==> config.mk <==
export PLATFORM = sky130hd
export DESIGN_NAME = ttc_sync
export DESIGN_NICKNAME = d
export VERILOG_FILES = /design/src/rtl/ttc_sync.sv
export SDC_FILE = /design/constraint.sdc
export NUM_CORES = 1
export LEC_CHECK = 0
export CORE_MARGIN = 1
export CORE_UTILIZATION = 40
export CTS_BUF_LIST = sky130_fd_sc_hd__clkbuf_16
export DETAILED_ROUTE_END_ITERATION = 12
export HOLD_SLACK_MARGIN = 0.15
export MAX_ROUTING_LAYER = met4
export PLACE_DENSITY = 0.61
export SETUP_SLACK_MARGIN = 0.2
export SLEW_MARGIN = 10
export SYNTH_ARGS = -nofsm -noshare
export SYNTH_HDL_FRONTEND = slang
export SYNTH_SLANG_ARGS = --single-unit
==> constraint.sdc <==
create_clock -name clock -period 4.8 [get_ports clock]
set_clock_uncertainty 0.05 [all_clocks]
set_input_delay 1.44 -clock clock [delete_from_list [all_inputs] [get_ports clock]]
set_output_delay 1.44 -clock clock [all_outputs]
set_load 0.05 [all_outputs]
==> src/rtl/ttc_sync.sv <==
// TTC timing block: BXN/orbit counters with offset preset, L1A and sync-error
// counters, and a lock FSM that qualifies bx0 alignment over several orbits.
module ttc_sync #(
  parameter int MXBXN          = 12,
  parameter int LHC_CYCLE      = 3564,
  parameter int MXORB          = 16,
  parameter int MXCNT          = 16,
  parameter int LOCK_COUNT     = 4,
  parameter int HOLD_UNTIL_BX0 = 1
) (
  input  logic             clock,
  input  logic             reset,
  input  logic             ttc_bx0_i,
  input  logic             ttc_resync_i,
  input  logic             ttc_l1a_i,
  input  logic             counter_reset_i,
  input  logic [MXBXN-1:0] bxn_offset_i,
  output logic [MXBXN-1:0] bxn_counter_o,
  output logic [MXORB-1:0] orbit_counter_o,
  output logic [MXCNT-1:0] l1a_counter_o,
  output logic [MXCNT-1:0] sync_err_cnt_o,
  output logic             bx0_local_o,
  output logic             sync_err_o,
  output logic             locked_o,
  output logic [1:0]       state_o
);

  typedef enum logic [1:0] {
    S_WAIT   = 2'd0,
    S_ACQ    = 2'd1,
    S_LOCKED = 2'd2
  } state_t;

  localparam logic [MXBXN-1:0] BXN_MAX  = MXBXN'(LHC_CYCLE - 1);
  localparam logic [3:0]       LOCK_N   = 4'(LOCK_COUNT);
  localparam state_t           S_IDLE   = (HOLD_UNTIL_BX0 != 0) ? S_WAIT : S_ACQ;

  logic [MXBXN-1:0] offset_lim_q, bxn_q, bxn_d;
  logic [MXORB-1:0] orbit_q, orbit_d;
  logic [MXCNT-1:0] l1a_cnt_q, err_cnt_q;
  logic [3:0]       good_q, good_d;
  state_t           state_q, state_d;
  logic             bx0_local_q, sync_err_q, err_d;
  logic             bxn_sync, good_bx0, bad_bx0, missed_bx0, resync_bx0, preset;

  assign bxn_sync   = (bxn_q == offset_lim_q);
  assign good_bx0   = ttc_bx0_i && bxn_sync;
  assign bad_bx0    = ttc_bx0_i && !bxn_sync;
  assign missed_bx0 = bxn_sync && !ttc_bx0_i;
  assign resync_bx0 = ttc_resync_i && ttc_bx0_i;
  assign preset     = (ttc_resync_i || state_q == S_WAIT) && !ttc_bx0_i;

  // BXN next value; orbit only advances on a natural wrap, never on a load
  always_comb begin
    bxn_d   = bxn_q + 1'b1;
    orbit_d = orbit_q;
    if (resync_bx0)
      bxn_d = (offset_lim_q == BXN_MAX) ? '0 : offset_lim_q + 1'b1;
    else if (preset)
      bxn_d = offset_lim_q;
    else if (bxn_q == BXN_MAX) begin
      bxn_d   = '0;
      orbit_d = orbit_q + 1'b1;
    end
    if (ttc_resync_i)
      orbit_d = '0;
  end

  always_comb begin
    state_d = state_q;
    good_d  = good_q;
    err_d   = 1'b0;
    if (resync_bx0) begin
      state_d = S_ACQ;
      good_d  = 4'd1;
    end else if (ttc_resync_i) begin
      state_d = S_IDLE;
      good_d  = '0;
    end else begin
      unique case (state_q)
        S_WAIT: if (ttc_bx0_i) begin
          state_d = S_ACQ;
          good_d  = 4'd1;
        end
        S_ACQ: if (good_bx0) begin
          good_d = good_q + 1'b1;
          if (good_q + 1'b1 >= LOCK_N)
            state_d = S_LOCKED;
        end else if (bad_bx0 || missed_bx0) begin
          good_d = '0;
          err_d  = 1'b1;
        end
        S_LOCKED: if (bad_bx0 || missed_bx0) begin
          state_d = S_ACQ;
          good_d  = '0;
          err_d   = 1'b1;
        end
        default: begin
          state_d = S_IDLE;
          good_d  = '0;
        end
      endcase
    end
  end

  always_ff @(posedge clock) begin
    if (reset) begin
      offset_lim_q <= '0;
      bxn_q        <= '0;
      orbit_q      <= '0;
      l1a_cnt_q    <= '0;
      err_cnt_q    <= '0;
      good_q       <= '0;
      state_q      <= S_IDLE;
      bx0_local_q  <= 1'b0;
      sync_err_q   <= 1'b0;
    end else begin
      offset_lim_q <= (bxn_offset_i > BXN_MAX) ? BXN_MAX : bxn_offset_i;
      bxn_q        <= bxn_d;
      orbit_q      <= orbit_d;
      good_q       <= good_d;
      state_q      <= state_d;
      bx0_local_q  <= (bxn_q == '0);
      sync_err_q   <= err_d;
      if (counter_reset_i) begin
        l1a_cnt_q <= '0;
        err_cnt_q <= '0;
      end else begin
        if (ttc_l1a_i && l1a_cnt_q != '1)
          l1a_cnt_q <= l1a_cnt_q + 1'b1;
        if (sync_err_q && err_cnt_q != '1)
          err_cnt_q <= err_cnt_q + 1'b1;
      end
    end
  end

  assign bxn_counter_o   = bxn_q;
  assign orbit_counter_o = orbit_q;
  assign l1a_counter_o   = l1a_cnt_q;
  assign sync_err_cnt_o  = err_cnt_q;
  assign bx0_local_o     = bx0_local_q;
  assign sync_err_o      = sync_err_q;
  assign locked_o        = (state_q == S_LOCKED);
  assign state_o         = state_q;

endmodule

==> impl.org <==
** Synth
- Syn avg cell area :: 8.178 µm²
- Share of synthesized area occupied by flip-flops and latches :: 33.88%
- Number of enable-type register cells in the synthesized netlist :: 0
- In the synthesized netlist, the number of instances is about 580.
- Predominant post-synthesis flop cell :: sky130_fd_sc_hd__dfxtp_1
- Summed over all instances, the cell type with the most area after synthesis is sky130_fd_sc_hd__dfxtp_1.
- Largest cells by area after synthesis :: sky130_fd_sc_hd__dfxtp_1, sky130_fd_sc_hd__nand2_1, sky130_fd_sc_hd__nand4_1, sky130_fd_sc_hd__a21oi_1, sky130_fd_sc_hd__nand3_1
- Yosys synthesis warning count :: 0
- Post-synthesis instance area :: between 4000 and 5000 µm²
- Post-synthesis async set-or-reset flop share :: 0%
- After synthesis the netlist holds a flip-flop and latch count of 80.
- Net count of the mapped netlist :: around 600
- Top cell type's share of synthesized area :: around 34%
- Cell variety after synth :: 62

** Global route
- For this run, the total global-route usage over all layers was measured as around a fifth.
- Pin count of the biggest net entering global routing :: 25
- After global routing the overflow that remains totals 0.
- The first global-routing pass estimated a little over 20000 µm of wire.
- Via count of the first global-routing pass :: 4159
- Antenna violations before repair :: 0

** Worst setup path
- Count of buffering cells on the critical path with inverters included :: 2
- The signal on the critical path passes through inv_1 > ha_1 > clkdlybuf4s50_1.
- Crit path DAT :: about 1.9 ns
- Slowest cell delay on critical path :: 0.84 ns
- STA puts the critical path data required time at roughly 3.3 ns.
- End of the worst register-to-register path :: state_o[1]
- For the worst flop-to-flop path, the logic depth is 8.
- In this run the worst path has a maximum fanout of 5.
- Startpoint Class :: register
- The critical path crosses 3 cells after its start point.
- Crit path from :: state_o[0]
- The worst register-to-register path begins at bxn_counter_o[3].
- CP endpoint :: locked_o
- The critical path is of the register to primary output type.
- Critical path's top delay family :: buffers and inverters
- Slowest-stage cell, CP :: sky130_fd_sc_hd__clkdlybuf4s50_1
- Worst setup slack for register-to-register paths :: around 2.2 ns
- Endpoint type of the worst setup path :: primary output

** Cells and area
- After filler insertion, the fill cell instance count of the layout stands at around 1100.
- Summing all flip-flop and latch instances after layout gives 1602 µm².
- Fraction of layout instances using a drive strength above 1 :: approximately 4.5%
- Final core area utilization :: between 50% and 60%
- Final net count :: around 670
- In the final layout, the multi-input gates occupy roughly 2900 µm².
- 0 antenna diodes ended up in the layout.
- From synthesis to final layout, the design area changed by 24.62%.

** Routing
- After detailed routing, the number of vias per cell comes to 5.929.
- The first detailed-routing pass ran for 5 iterations.
- Top routing layer in use :: met4
- After detailed routing, the met2 layer carries between 5000 and 6000 µm of wire.
- Post-detailed-routing wire length :: about 12000 µm
- Detailed-route via count :: approximately 4700
- In the routed design, unresolved DRC markers number 0.
- Dividing the detail-routed wire length by the instance count gives 15.77 µm.
- Once detail routing completed, the nets flagged for antenna violations numbered 0.
- In the final routing, the length of wire on met1 measures a little under 6000 µm.
- After detailed routing, the met3 layer carries ~630 µm of wire.
- Number of DRC violations after detailed-routing iteration 0 :: roughly 270

** Floorplan
- The die covers about 12000 µm².
- 83 I/O pins were placed.
- Total core area :: approximately 11000 µm²
- Measured along the y axis, the die boundary spans around 110 µm.
- DIE WIDTH :: about 110 µm
- After floorplanning, the core was divided into 39 placement rows.
- Once the floorplan was initialized, standard cells occupied between 40% and 50% of the core.

** Clock tree
- Clock Root Buffer :: sky130_fd_sc_hd__clkbuf_16
- Worst-case clock buffer depth :: 2
- PostCTS Resize Cnt :: 0
- Clock latency on the worst-skew pair :: around 0.34 ns
- Clock slew at reported path FFs :: around 0.060 ns
- Post-CTS setup buffer count :: 0
- TritonCTS built the clock tree.
- Sinks on the clock net :: 80
- H-tree levels :: 3
- Buffers inserted to repair hold after CTS numbered 0.
- TritonCTS buffer count :: 9

** STA
- After layout, the worst path uses a little over two thirds of the clock period.
- Slew of the pin with the lowest slew margin :: slightly below 0.9 ns
- Final-layout setup total negative slack :: 0 ns
- Maximum clock frequency :: 0.2964 GHz
- Setup violations remaining at the end of the flow were counted as 0.
- Final Hold Fails :: 0
- Unrepaired setup endpoints after global routing :: no
- The clock period could shrink to between 3 and 4 ns.
- Max Slew Vio Count :: 0
- Normalized max-slew margin :: 41.09%

** Power
- Power spread over the standard cell area amounts to roughly 280 nW/µm².
- Final Total Pwr :: 1.639 mW
- IR analysis of the VDD net gives a maximum drop of 153.3 µV.
- Leakage power figure :: between 1.5 and 2 nW

** Placement
- Routability-driven placement finished with a final weighted congestion of ~0.9.
- Buffers placed on the I/O ports in this run total roughly 80.
- The wire-length estimate of the detail-placed layout is approximately 9000 µm.

** Status
- The run finished with clean final reports.

** Job
- Max-cap violations in this run came to 0.

** Hold path
- Classification of the worst-slack hold path :: register to register
## state kept, by name (all words and copies together) (netlist names)
name / count
l1a_counter_o: 16
orbit_counter_o: 16
offset_lim_q: 12
state_o: 2
sync_err_o: 1
good_q: 4
bx0_local_o: 1
sync_err_cnt_o: 16
bxn_counter_o: 12
## cells in the mapped netlist (3+ instances only)
cell type	count
sky130_fd_sc_hd__and3_1	9
sky130_fd_sc_hd__a41o_1	3
sky130_fd_sc_hd__buf_2	6
sky130_fd_sc_hd__nor2b_1	8
sky130_fd_sc_hd__o21a_1	4
sky130_fd_sc_hd__buf_4	5
sky130_fd_sc_hd__nor4_1	12
sky130_fd_sc_hd__or4_1	11
sky130_fd_sc_hd__nor2_1	27
sky130_fd_sc_hd__a21oi_1	39
sky130_fd_sc_hd__xnor2_1	20
sky130_fd_sc_hd__dfxtp_1	80
sky130_fd_sc_hd__o211ai_1	6
sky130_fd_sc_hd__nor3_1	13
sky130_fd_sc_hd__o21ai_0	21
sky130_fd_sc_hd__a211oi_1	4
sky130_fd_sc_hd__buf_6	3
sky130_fd_sc_hd__nand3_1	35
sky130_fd_sc_hd__mux2i_1	16
sky130_fd_sc_hd__and2_1	3
sky130_fd_sc_hd__o41ai_1	3
sky130_fd_sc_hd__nand3b_1	3
sky130_fd_sc_hd__and4b_1	3
sky130_fd_sc_hd__nand2_1	54
sky130_fd_sc_hd__nand4_1	32
sky130_fd_sc_hd__clkbuf_1	16
sky130_fd_sc_hd__a2111o_1	4
sky130_fd_sc_hd__or3_1	21
sky130_fd_sc_hd__nor3b_1	4
sky130_fd_sc_hd__ha_1	12
sky130_fd_sc_hd__inv_1	22
sky130_fd_sc_hd__o31ai_1	13
sky130_fd_sc_hd__and4_1	10
sky130_fd_sc_hd__a31oi_1	9
sky130_fd_sc_hd__o311ai_0	5
sky130_fd_sc_hd__o22ai_1	5
## layer usage
layer  GRT usage (%)  vias to the layer above
met4           6.489                        0
met3           3.718                       18
met1           26.36                     2212
li1                -                     2322
met5               -                        -
met2           33.25                      132
## final cells by class
type | count | share of cell area, %
Multi-Input combinational cell | 444 | 48.77
Sequential cell | 80 | 27.19
Clock inverter | 7 | 1.466
Inverter | 22 | 1.402
Clock buffer | 9 | 3.823
Timing Repair Buffer | 85 | 14.32
Tap cell | 143 | 3.037
## logic make-up after synthesis
kind of cell / count (synthesis) / share of synthesized area [%]
simple gates: 260 / 31.26
compound gates: 133 / 18.63
flops: 80 / 33.88
buf+inv: 54 / 5.347
xor+xnor: 22 / 4.076
mux: 17 / 3.626
fa+ha+maj: 12 / 3.176
## report_power, final
part | leakage (nW) | internal (mW) | switching [mW]
Clock | 0.154 | 0.451 | 0.269
Combinational | 1.13 | 0.0808 | 0.118
Sequential | 0.650 | 0.682 | 0.0387
Total | 1.94 | 1.21 | 0.426
## how the worst min path moves through the flow
stage	from	endpoint	slack, ns	cells after the start
finish	orbit_counter_o[15]	orbit_counter_o[15]	0.44	2
floorplan	good_q[3]	good_q[3]	0.42	2
global placement	orbit_counter_o[15]	orbit_counter_o[15]	0.43	2
CTS	orbit_counter_o[15]	orbit_counter_o[15]	0.44	2
detailed placement	orbit_counter_o[15]	orbit_counter_o[15]	0.43	2
global route	sync_err_cnt_o[7]	sync_err_cnt_o[7]	0.48	2
## layout by cell type (no fill, tap or decap), drive strengths merged, types with 4 or more instances in the layout
master	synthesis	final
clkdlybuf4s50	0	82
dfxtp	80	80
ha	12	12
o31ai	13	13
nand4	33	33
o311ai	5	5
inv	22	22
xnor2	20	20
and4	12	12
a21oi	39	39
nor4	12	12
o21ai	21	21
o21a	4	4
nor3b	4	4
mux2i	16	16
a31oi	9	9
nor2b	8	8
nor3	14	14
or4	11	11
nand2	55	55
o211ai	6	6
clkbuf	17	9
nand3	36	36
a2111o	4	4
a211oi	4	4
or3	21	21
o22ai	5	5
and3	9	9
clkinv	0	5
nor2	27	27
## stage by stage
step / std cells / hold slack [ns] / cell area (µm²) / setup WS (ns)
2_1_floorplan: 578 / 0.4180 / 4727 / 2.025
3_3_place_gp: 774 / 0.4301 / 5579 / 1.241
3_5_place_dp: 774 / 0.4274 / 5579 / 1.164
4_1_cts: 790 / 0.4430 / 5891 / 1.401
5_1_grt: 790 / 0.4756 / 5891 / 1.328
6_report: 790 / 0.4365 / 5891 / 1.426
## worst min-delay path, delay by kind of cell (launching register included)
kind             cells  cell delay (ns)
and+or+nand+nor      1             0.06
muxes                1             0.06
DFF                  1             0.32
Note: power is estimated with default switching activity, not from simulation.
